[config.mk]
export PLATFORM = sky130hd
export DESIGN_NAME = inst_prefetch_queue
export DESIGN_NICKNAME = d
export VERILOG_FILES = /design/src/rtl/inst_prefetch_queue.sv
export SDC_FILE = /design/constraint.sdc
export NUM_CORES = 1
export LEC_CHECK = 0
export ABC_AREA = 1
export CORE_MARGIN = 2
export CORE_UTILIZATION = 45
export CTS_CLUSTER_SIZE = 20
export DETAILED_ROUTE_END_ITERATION = 8
export GPL_TIMING_DRIVEN = 0
export PLACE_DENSITY = 0.66
export SYNTH_ARGS = -nofsm -noshare
export SYNTH_HDL_FRONTEND = slang
export SYNTH_SLANG_ARGS = --single-unit
export TNS_END_PERCENT = 50
[constraint.sdc]
create_clock -name clk -period 9.95 [get_ports clk]
set_clock_uncertainty 0.05 [all_clocks]
set_input_delay 0.995 -clock clk [delete_from_list [all_inputs] [get_ports clk]]
set_output_delay 0.995 -clock clk [all_outputs]
set_load 0.02 [all_outputs]
[src/rtl/inst_prefetch_queue.sv]
// Instruction prefetch queue: issues sequential word fetches ahead of the fetch stage,
// buffers in-order responses with their PCs, and flushes/retargets on jmp_vld.
// Optional PF_STAT_EN adds starvation and flush event counters.
module inst_prefetch_queue #(
    parameter int          DEPTH    = 4,
    parameter logic [31:0] RESET_PC = 32'h0000_0000
) (
    input  logic        clk,
    input  logic        rst,
    output logic        mem_req,
    output logic [31:0] mem_addr,
    input  logic        mem_gnt,
    input  logic        mem_rvld,
    input  logic [31:0] mem_rdata,
    input  logic        jmp_vld,
    input  logic [31:0] jmp_addr,
    input  logic        pf_rdy,
    output logic        pf_vld,
    output logic [31:0] pf_pc,
    output logic [31:0] pf_inst
`ifdef PF_STAT_EN
    ,
    output logic [31:0] pf_starve_cnt,
    output logic [31:0] pf_flush_cnt
`endif
);

    localparam int AW = (DEPTH > 1) ? $clog2(DEPTH) : 1;
    localparam int CW = AW + 1;
    localparam logic [31:0] NOP = 32'h0000_0013;

    logic [31:0]   fetch_pc;
    logic [31:0]   resp_pc;
    logic [CW-1:0] outs;
    logic [CW-1:0] drop;
    logic [CW-1:0] count;
    logic [AW-1:0] rd_ptr;
    logic [AW-1:0] wr_ptr;
    logic [31:0]   pc_q   [DEPTH];
    logic [31:0]   inst_q [DEPTH];

    logic          issue;
    logic          pop;
    logic          wr_en;
    logic [CW:0]   used;

    // Buffered plus in-flight words never exceed DEPTH, so every response has a slot.
    always_comb begin
        used     = {1'b0, count} + {1'b0, outs};
        mem_req  = rst && !jmp_vld && (used < (CW+1)'(DEPTH));
        mem_addr = fetch_pc;
        issue    = mem_req && mem_gnt;
        pf_vld   = (count != '0);
        pop      = pf_vld && pf_rdy && !jmp_vld;
        wr_en    = mem_rvld && !jmp_vld && (drop == '0);
    end

    always_comb begin
        pf_pc   = 32'h0000_0000;
        pf_inst = NOP;
        if (pf_vld) begin
            pf_pc   = pc_q[rd_ptr];
            pf_inst = inst_q[rd_ptr];
        end
    end

    // A flush takes priority over issue, write and pop; responses already on the
    // bus are counted into drop so they are discarded when they arrive.
    always_ff @(posedge clk) begin
        if (!rst) begin
            fetch_pc <= RESET_PC;
            resp_pc  <= RESET_PC;
            outs     <= '0;
            drop     <= '0;
            count    <= '0;
            rd_ptr   <= '0;
            wr_ptr   <= '0;
        end else if (jmp_vld) begin
            fetch_pc <= jmp_addr;
            resp_pc  <= jmp_addr;
            outs     <= outs - CW'(mem_rvld);
            drop     <= outs - CW'(mem_rvld);
            count    <= '0;
            rd_ptr   <= '0;
            wr_ptr   <= '0;
        end else begin
            if (issue) begin
                fetch_pc <= fetch_pc + 32'd4;
            end
            outs <= outs + CW'(issue) - CW'(mem_rvld);
            if (mem_rvld && (drop != '0)) begin
                drop <= drop - CW'(1);
            end
            if (wr_en) begin
                wr_ptr  <= wr_ptr + AW'(1);
                resp_pc <= resp_pc + 32'd4;
            end
            if (pop) begin
                rd_ptr <= rd_ptr + AW'(1);
            end
            count <= count + CW'(wr_en) - CW'(pop);
        end
    end

    always_ff @(posedge clk) begin
        if (wr_en) begin
            pc_q[wr_ptr]   <= resp_pc;
            inst_q[wr_ptr] <= mem_rdata;
        end
    end

`ifdef PF_STAT_EN
    always_ff @(posedge clk) begin
        if (!rst) begin
            pf_starve_cnt <= '0;
            pf_flush_cnt  <= '0;
        end else begin
            if (pf_rdy && !pf_vld && !jmp_vld) begin
                pf_starve_cnt <= pf_starve_cnt + 32'd1;
            end
            if (jmp_vld) begin
                pf_flush_cnt <= pf_flush_cnt + 32'd1;
            end
        end
    end
`endif

endmodule

==> metrics.txt, run 1 <==
Core Box Area=approximately 0.033 mm^2; Worst Path Arrival=about 3000 ps; Final Wtd Congestion=about 0.85; Hold Fails Final Rpt=0; Reg area=around 0.0093 mm^2; DRT Pass-1 Iters=5; crit start category=register; DR vias/cell=between 5 and 6; Hold Worst Slack=between 400 and 500 ps; Layout Cells excl Fill=roughly 2300; RSZ-0062 raised after global routing=false; die width=186 um; hold path start=mem_addr[1]$_SDFFE_PN0P_; Slew Limit Fails=0; CP max-delay cell=clkdlybuf4s50_1; Worst-path clk slew=about 60 ps; flop-to-flop setup slack=around 7000 ps; Post-Syn Nets=1673; height of the die=between 150 and 200 um; dpl ws=6050 ps; period utilisation layout=0.411; Tmin final=roughly 4100 ps; Largest stage delay, worst path=between 600 and 700 ps; Netlist cell types=39; total track usage=0.228; fmax=0.245 GHz; post-DP HPWL=roughly 27000 um; Min-Delay Path Class=reg2reg; IO buf count=between 150 and 200; post-synthesis instance total=roughly 1600; later-pin clock latency in the skew report=~520 ps; top post-synthesis cells by area=edfxtp_1 52%, dfxtp_1 11%, nor2_1 9.3%; Req. time, crit path=around 9000 ps; clock root buffer=clkbuf_16; Initial Util=0.457; Yosys top cell by area=edfxtp_1; Worst Setup End Kind=output port; highest routed layer=met4; Clock Path Buffers=3; routed wl met3=roughly 2900 um; number of H-tree levels=2; Resized cells post-CTS=0; hold path depth=2; Worst R2R End=pc_q[2][26]$_DFFE_PP_; worst r2r path cells=10; wire per inst=around 17 um; Filler Cells Inserted=between 2000 and 3000; Yosys top cell area share=0.516; endpoints failing setup=0; met2 WL post-DR=between 15000 and 20000 um; Rel. slew slack=0.277; global-route wire length before repair=around 60000 um; Pwr Total=3.18 mW; # DRC=0; placed insts=2201; Met1 Wirelength=~17000 um; Worst Slack Setup Final=between 5000 and 6000 ps; Antenna Nets Post-Route=0; Post-CTS Setup Inserts=0; status=complete, no violations; Crit Path Max Fanout=10; Peak VDD IR=about 120 uV; setup TNS=0 ps; Worst-Margin Slew=between 1000 and 1500 ps; hold-fix buffers at CTS=0; largest net degree at the start of global routing=29; WL final=around 40000 um; crit path cell chain=clkbuf_1, clkbuf_1, nor2_1, nor2_1, o21ai_0, a21oi_1, clkdlybuf4s50_1; Pleak=~6.7 nW; row cnt=66; gr ovfl total=0; Seq/Total Area, Yosys=0.622; critical path type=reg2out; Layout area overhead=24.0%; number of max-cap violations=0; number of enable flip-flop cells after synthesis=roughly 260; FF-to-FF Start=drop[0]$_SDFFE_PN0P_; Post-Syn Area=0.0149 mm^2; Num CTS Buffers=37; drt initial violations=895; commonest non-fill, non-tap cells in the layout=367 x nor2_1, 256 x edfxtp_1, 247 x nand2_1; asr flop ratio synth=0; multi-input logic area=approximately 0.0049 mm^2; vias=11849; vias in the first global route=about 11000; # nets final=between 1500 and 2000; pwr dens=approximately 170 mW/mm^2; io pins=about 170; commonest non-fill, non-tap cell in the layout=nor2_1; Most used DFF post-synth=edfxtp_1; fraction of layout cells with a size suffix above 1=0.0542; Hold Path End=mem_addr[1]$_SDFFE_PN0P_; Die ar.=0.0346 mm^2; CTS sink cnt=between 300 and 400; synthesized area per cell=9.40 um^2; initial antenna violation count=0; Synthesis Warnings=0; Yosys reg bits=335; CTS tree=yes
-- layout make-up --
| cell class | instances | share of cell area |
|---|---|---|
| repair buffers | 174 | 0.0990 |
| inverters | 120 | 0.0246 |
| plain buffers | 68 | 0.0166 |
| flip-flops and latches | 335 | 0.502 |
| well taps | 442 | 0.0299 |
| multi-input cells | 1062 | 0.265 |
| clock buffers | 47 | 0.0544 |
| diodes | 1 | 0.000135 |
| clock inverters | 21 | 0.00833 |
-- cells by family after synthesis --
logic type / share of synthesized area
and+or+nand+nor: 0.192
DFF: 0.622
AOI/OAI and AO/OA: 0.111
buffers and inverters: 0.0510
adders and majority gates: 0.0161
xor gates and xnor gates: 0.00881
-- layer usage --
metal / global-route usage / up-vias
li1: - / 5776
met1: 0.313 / 5523
met2: 0.376 / 474
met3: 0.0301 / 76
met4: 0.0737 / 0
met5: 0 / -
-- sequential cells by signal, indices dropped and copies added, names as in the netlist, named ones only --
register and flops:
inst_q 128, mem_addr 32, drop 3, wr_ptr 2
count 3, pc_q 128, rd_ptr 2, outs 3
resp_pc 32
-- through the flow --
stage                     utilization  instance area [um^2]
final                           0.567                 18500
after global routing            0.566                 18500
after CTS                       0.566                 18500
after detailed placement        0.531                 17300
after global placement          0.525                 17100
after floorplan                     -                 14900
-- cell usage after synthesis, drive strengths merged (5+ instances only) --
master / instances
dfxtp: 79
nor2: 378
a31oi: 7
a21oi: 120
edfxtp: 256
o22ai: 5
inv: 119
xor2: 14
o21ai: 177
buf: 25
nand4: 11
o21bai: 6
clkbuf: 43
nand2: 251
ha: 16
nand3: 61
-- critical path, delay by kind of cell (launching register included) --
family                 cells  cell delay (ps)
DFF                        1              340
and+or+nand+nor            2              240
AOI/OAI and AO/OA          2              380
buffers and inverters      3             1570
-- worst max path at each step --
| stage | to | from | slack (ps) |
|---|---|---|---|
| 6_report | pf_pc[11] | register | 5860 |
| 5_1_grt | pf_pc[11] | register | 5700 |
| 4_1_cts | pf_pc[11] | register | 5840 |
| 3_5_place_dp | outs[2]$_SDFF_PN0_ | jmp_vld | 6050 |
| 3_3_place_gp | inst_q[0][10]$_DFFE_PP_ | mem_rvld | 2360 |
| 2_1_floorplan | inst_q[0][0]$_DFFE_PP_ | mem_rvld | 5160 |
-- power breakdown --
part           internal [mW]  switching, mW
combinational          0.113          0.171
sequential              1.55         0.0408
clock                  0.769          0.534
total                   2.43          0.746
(Power assumes the default switching activity.)
==> run 2: changes to the inputs <==
--- a/config.mk
+++ b/config.mk
@@ -11,7 +11,7 @@
 export CTS_CLUSTER_SIZE = 20
 export DETAILED_ROUTE_END_ITERATION = 8
 export GPL_TIMING_DRIVEN = 0
-export PLACE_DENSITY = 0.66
+export PLACE_DENSITY = 0.69
 export SYNTH_ARGS = -nofsm -noshare
 export SYNTH_HDL_FRONTEND = slang
 export SYNTH_SLANG_ARGS = --single-unit
==> constraint.sdc (replaced) <==
create_clock -name clk -period 3.35 [get_ports clk]
set_clock_uncertainty 0.05 [all_clocks]
set_input_delay 0.335 -clock clk [delete_from_list [all_inputs] [get_ports clk]]
set_output_delay 0.335 -clock clk [all_outputs]
set_load 0.02 [all_outputs]
==> run 2 against run 1 <==
Worst hold slack got worse by 340 ps. Routed wire length rose by 1.8%. Critical endpoint unchanged. Total power rose to 3.0 times the previous value. Via count rose by 1.0%.
==> metrics.txt, run 2 (synthesis results as in run 1) <==
Worst-path clk slew=roughly 60 ps; WL final=approximately 40000 um; placed insts=about 2200; clock root buffer=clkbuf_16; fraction of layout cells with a size suffix above 1=0.0658; Peak VDD IR=between 300 and 400 uV; FF-to-FF Start=drop[0]$_SDFFE_PN0P_; period utilisation layout=0.948; routed wl met3=between 3000 and 4000 um; total track usage=0.231; die width=approximately 190 um; fmax=approximately 0.31 GHz; Clock Path Buffers=3; global-route wire length before repair=61100 um; setup TNS=0 ps; Worst-Margin Slew=about 800 ps; endpoints failing setup=0; crit-path leading delay family=buffers and inverters; later-pin clock latency in the skew report=about 510 ps; hold path depth=3; Pleak=just under 7 nW; commonest non-fill, non-tap cell in the layout=nor2_1; Filler Cells Inserted=between 2000 and 3000; worst r2r path cells=10; Hold Fails Final Rpt=0; hold path start=rst; Layout Cells excl Fill=approximately 2300; pwr dens=between 500 and 600 mW/mm^2; gr ovfl total=0; Core Box Area=~0.033 mm^2; Worst Setup End Kind=output port; Req. time, crit path=~3000 ps; Regs by FF count=inst_q: 128 flops, pc_q: 128 flops; Die ar.=0.0346 mm^2; Post-CTS Setup Inserts=0; Hold Worst Slack=73.8 ps; post-DP HPWL=around 27000 um; highest routed layer=met4; Min-Delay Path Class=in2reg; worst path bufs/invs=4; wire per inst=around 18 um; Layout area overhead=24.3%; Antenna Nets Post-Route=0; Hold Path End=resp_pc[4]$_SDFFE_PN0N_; flop-to-flop setup slack=approximately 440 ps; Initial Util=0.457; multi-input logic area=0.00491 mm^2; vias=~12000; diodes inserted=0; Rel. slew slack=0.465; dpl ws=64.0 ps; crit path cell chain=inv_1, clkbuf_1, clkbuf_1, o21ai_0, a21oi_1, clkdlybuf4s50_1; # DRC=0; Num CTS Buffers=36; Tmin final=roughly 3200 ps; vias in the first global route=~11000; met2 WL post-DR=between 15000 and 20000 um; row cnt=66; Crit path top cell by count=clkbuf_1; largest net degree at the start of global routing=30; initial antenna violation count=0; Worst R2R End=pc_q[1][28]$_DFFE_PP_; CTS tree=yes; commonest non-fill, non-tap cells in the layout=367 x nor2_1, 256 x edfxtp_1, 247 x nand2_1; # nets final=between 1500 and 2000; crit start category=register; Final Wtd Congestion=between 1 and 1.5; CP max-delay cell=clkdlybuf4s50_1; Largest stage delay, worst path=660 ps; Worst Slack Setup Final=around 170 ps; RSZ-0062 raised after global routing=true; number of H-tree levels=2; Worst Path Arrival=between 2000 and 3000 ps; io pins=between 150 and 200; Crit Path Max Fanout=10; Reg area=between 0.009 and 0.01 mm^2; IO buf count=between 150 and 200; CTS sink cnt=around 340; DR vias/cell=about 5.3; height of the die=roughly 190 um; Met1 Wirelength=~17000 um; DRT Pass-1 Iters=7; drt initial violations=approximately 1000; Slew Limit Fails=0; status=complete, no violations; critical path type=reg2out; number of max-cap violations=0
==> run 2: cell count changes in the layout (fill, tap and decap cells not counted), moves of 2 or more <==
cell       before  now
buf_12          7    5
buf_16          1    3
bufinv_16       2    4
clkbuf_1       50   30
clkbuf_16      39   36
clkbuf_2        1   17
clkinv_1        9    5
clkinv_2        8   13
==> run 2: metrics by stage <==
stage,util,instance area [um^2],power [mW]
after global routing,0.568,18500,9.81
after floorplan,-,14900,5.24
after CTS,0.567,18500,9.54
final,0.568,18500,9.50
after detailed placement,0.531,17300,5.66
after global placement,0.525,17100,5.63
==> run 2: routing by layer <==
layer,global-route usage,up-vias
li1,-,5768
met5,0,-
met3,0.0405,60
met4,0.0680,0
met2,0.389,526
met1,0.305,5619
==> run 2: what timing repair did <==
action / 4_1_cts / 5_1_grt
endpoints found under the setup margin: 25 / 44
hold buffers: 0 / 0
resized for setup: 6 / 22
==> run 2: tightest hold or removal path, stage by stage <==
cell and delay [ps]:
buf_4 160, nand2_1 70, inv_1 40
==> run 2: worst max path at each step <==
stage,from,end,depth (start not counted)
floorplan,drop[0]$_SDFFE_PN0P_,inst_q[0][0]$_DFFE_PP_,8
global placement,mem_rvld,inst_q[3][11]$_DFFE_PP_,7
detailed placement,jmp_vld,outs[2]$_SDFF_PN0_,13
CTS,register,pf_inst[24],7
global route,register,pf_pc[10],6
finish,register,pf_pc[11],6
==> run 2: area by class of cell <==
type,instances,area share
plain buffers,68,0.0176
clock buffers,41,0.0502
clock inverters,24,0.0126
inverters,120,0.0245
multi-input cells,1062,0.265
flip-flops and latches,335,0.500
well taps,442,0.0299
repair buffers,174,0.0996
==> run 2: power breakdown <==
group          internal (mW)  leakage, nW  switching (mW)
Sequential              4.61         3.00           0.123
Clock                   2.31        0.583            1.60
Combinational          0.338         3.16           0.512
==> run 3: changes to the inputs <==
--- a/config.mk
+++ b/config.mk
@@ -10,7 +10,6 @@
 export CORE_UTILIZATION = 45
 export CTS_CLUSTER_SIZE = 20
 export DETAILED_ROUTE_END_ITERATION = 8
-export GPL_TIMING_DRIVEN = 0
 export PLACE_DENSITY = 0.69
 export SYNTH_ARGS = -nofsm -noshare
 export SYNTH_HDL_FRONTEND = slang
==> run 3 against run 2 <==
First-iteration DRC count is 27% lower. Routed wire length is 7.9% lower. Via count is 3.5% lower. Critical path type unchanged. Critical endpoint unchanged.
==> metrics.txt, run 3 (synthesis results as in run 1) <==
Initial Util=0.457; Die ar.=around 0.035 mm^2; die width=roughly 190 um; Comb power frac=0.087; Sw Ratio=0.229; pwr dens=519 mW/mm^2; placed insts=roughly 2200; critical path type=reg2out; # nets final=about 1800; crit path cell chain=inv_2, buf_4, o21ai_0, a21oi_1, clkdlybuf4s50_1; WL final=37000 um; Clk network pwr share=0.417; Worst-path clk slew=approximately 60 ps; io pins=between 150 and 200; # DRC=0; hold path start=jmp_addr[0]; P_int=between 7 and 8 mW; Largest stage delay, worst path=660 ps; Resized cells post-CTS=0; number of H-tree levels=2; drt initial violations=around 720; Clock Path Buffers=3; Worst R2R End=outs[2]$_SDFF_PN0_; Filler Cells Inserted=about 2800; Sequential Power Share=0.496; Worst Setup End Kind=output port; Post-CTS Setup Inserts=0; vias in the first global route=approximately 11000; period utilisation layout=0.932; Reg area=between 0.009 and 0.01 mm^2; Worst Slack Setup Final=approximately 230 ps; height of the die=186 um; later-pin clock latency in the skew report=520 ps; dpl ws=about 560 ps; vias=11559; wire per inst=about 17 um; CTS sink cnt=335; commonest non-fill, non-tap cell in the layout=nor2_1; CP max-delay cell=clkdlybuf4s50_1; crit start category=register; initial antenna violation count=0; Final Wtd Congestion=between 0.8 and 0.9; FF-to-FF Start=count[1]$_SDFF_PP0_; Antenna Nets Post-Route=0; flop-to-flop setup slack=about 850 ps; status=complete, no violations; Crit Path Max Fanout=32; critical path depth=5; Min-Delay Path Class=in2reg; Num CTS Buffers=35; multi-input logic area=0.00491 mm^2; final core occ=0.564; largest net degree at the start of global routing=65; Peak VDD IR=around 320 uV; post-DP HPWL=around 24000 um; Tmin final=3120 ps; gr ovfl total=0; Hold Fails Final Rpt=0; CTS tree=yes; endpoints failing setup=0; Layout Cells excl Fill=about 2200; Regs by FF count=inst_q: 128 flops, pc_q: 128 flops; row cnt=between 60 and 70; Worst-Margin Slew=approximately 600 ps; clock root buffer=clkbuf_16; total track usage=0.213; RSZ-0062 raised after global routing=false; diodes inserted=0; Hold Path End=resp_pc[0]$_SDFFE_PN0P_; worst path bufs/invs=3; commonest non-fill, non-tap cells in the layout=367 x nor2_1, 256 x edfxtp_1, 247 x nand2_1; number of max-cap violations=0; DR vias/cell=5.20; Layout area overhead=23.5%; Rel. slew slack=0.606; Slew Limit Fails=0; global-route wire length before repair=57500 um; net switching power=2.19 mW; Pleak=6.66 nW; fraction of layout cells with a size suffix above 1=0.0596; crit-path leading delay family=buffers and inverters; Req. time, crit path=slightly below 3000 ps; Core Box Area=0.0326 mm^2; Worst Path Arrival=2740 ps; IO buf count=around 170; worst r2r path cells=12; DRT Pass-1 Iters=5; hold path depth=3; hold-fix buffers at CTS=0; fmax=0.320 GHz
==> run 3: cell types whose count changed in the layout (fill, tap and decap cells not counted), sizes merged <==
cell           delta
clkinvlp          +1
inv               -1
buf               -1
clkinv            -6
clkbuf           -40
bufinv            +1
clkdlybuf4s50     +1
==> run 3: how the worst max path moves through the flow <==
stage,endpoint,slack (ps)
floorplan,inst_q[0][0]$_DFFE_PP_,-980
global placement,outs[2]$_SDFF_PN0_,610
CTS,pf_pc[11],210
finish,pf_pc[11],230
detailed placement,outs[2]$_SDFF_PN0_,560
global route,pf_pc[15],110
==> run 3: per-layer routing <==
layer | GRT usage | vias up | wire length [um]
li1 | - | 5677 | -
met1 | 0.284 | 5390 | 16000
met2 | 0.355 | 436 | 17200
met3 | 0.0364 | 56 | 3030
met4 | 0.0652 | 0 | 779
met5 | 0 | - | 0
==> run 3: area by class of cell <==
class                      instances  area share
inverter                         120      0.0247
multi-input combinational       1062       0.267
sequential                       335       0.504
clock buffer                      44      0.0517
tap                              442      0.0300
clock inverter                    19      0.0129
timing repair buffer             199       0.110
==> run 3: worst min-delay path: stages <==
cell	delay, ps
clkdlybuf4s50_1	400
inv_1	70
o21ai_0	70
==> run 3: power groups by stage <==
stage	clock network (mW)	registers [mW]	logic (mW)
5_1_grt	4.22	4.75	0.915
3_5_place_dp	0	4.82	0.826
2_1_floorplan	0	4.81	0.424
3_3_place_gp	0	4.81	0.812
6_report	3.99	4.73	0.830
4_1_cts	4.06	4.73	0.831
==> run 3: stage by stage <==
stage / area [um^2] / hold slack, ps / power, mW / TNS [ps]
floorplan: 14900 / 384 / 5.24 / -250250
global placement: 17200 / 393 / 5.62 / 0
detailed placement: 17200 / 396 / 5.64 / 0
CTS: 18400 / 349 / 9.62 / 0
global route: 18400 / 368 / 9.88 / 0
finish: 18400 / 364 / 9.55 / 0
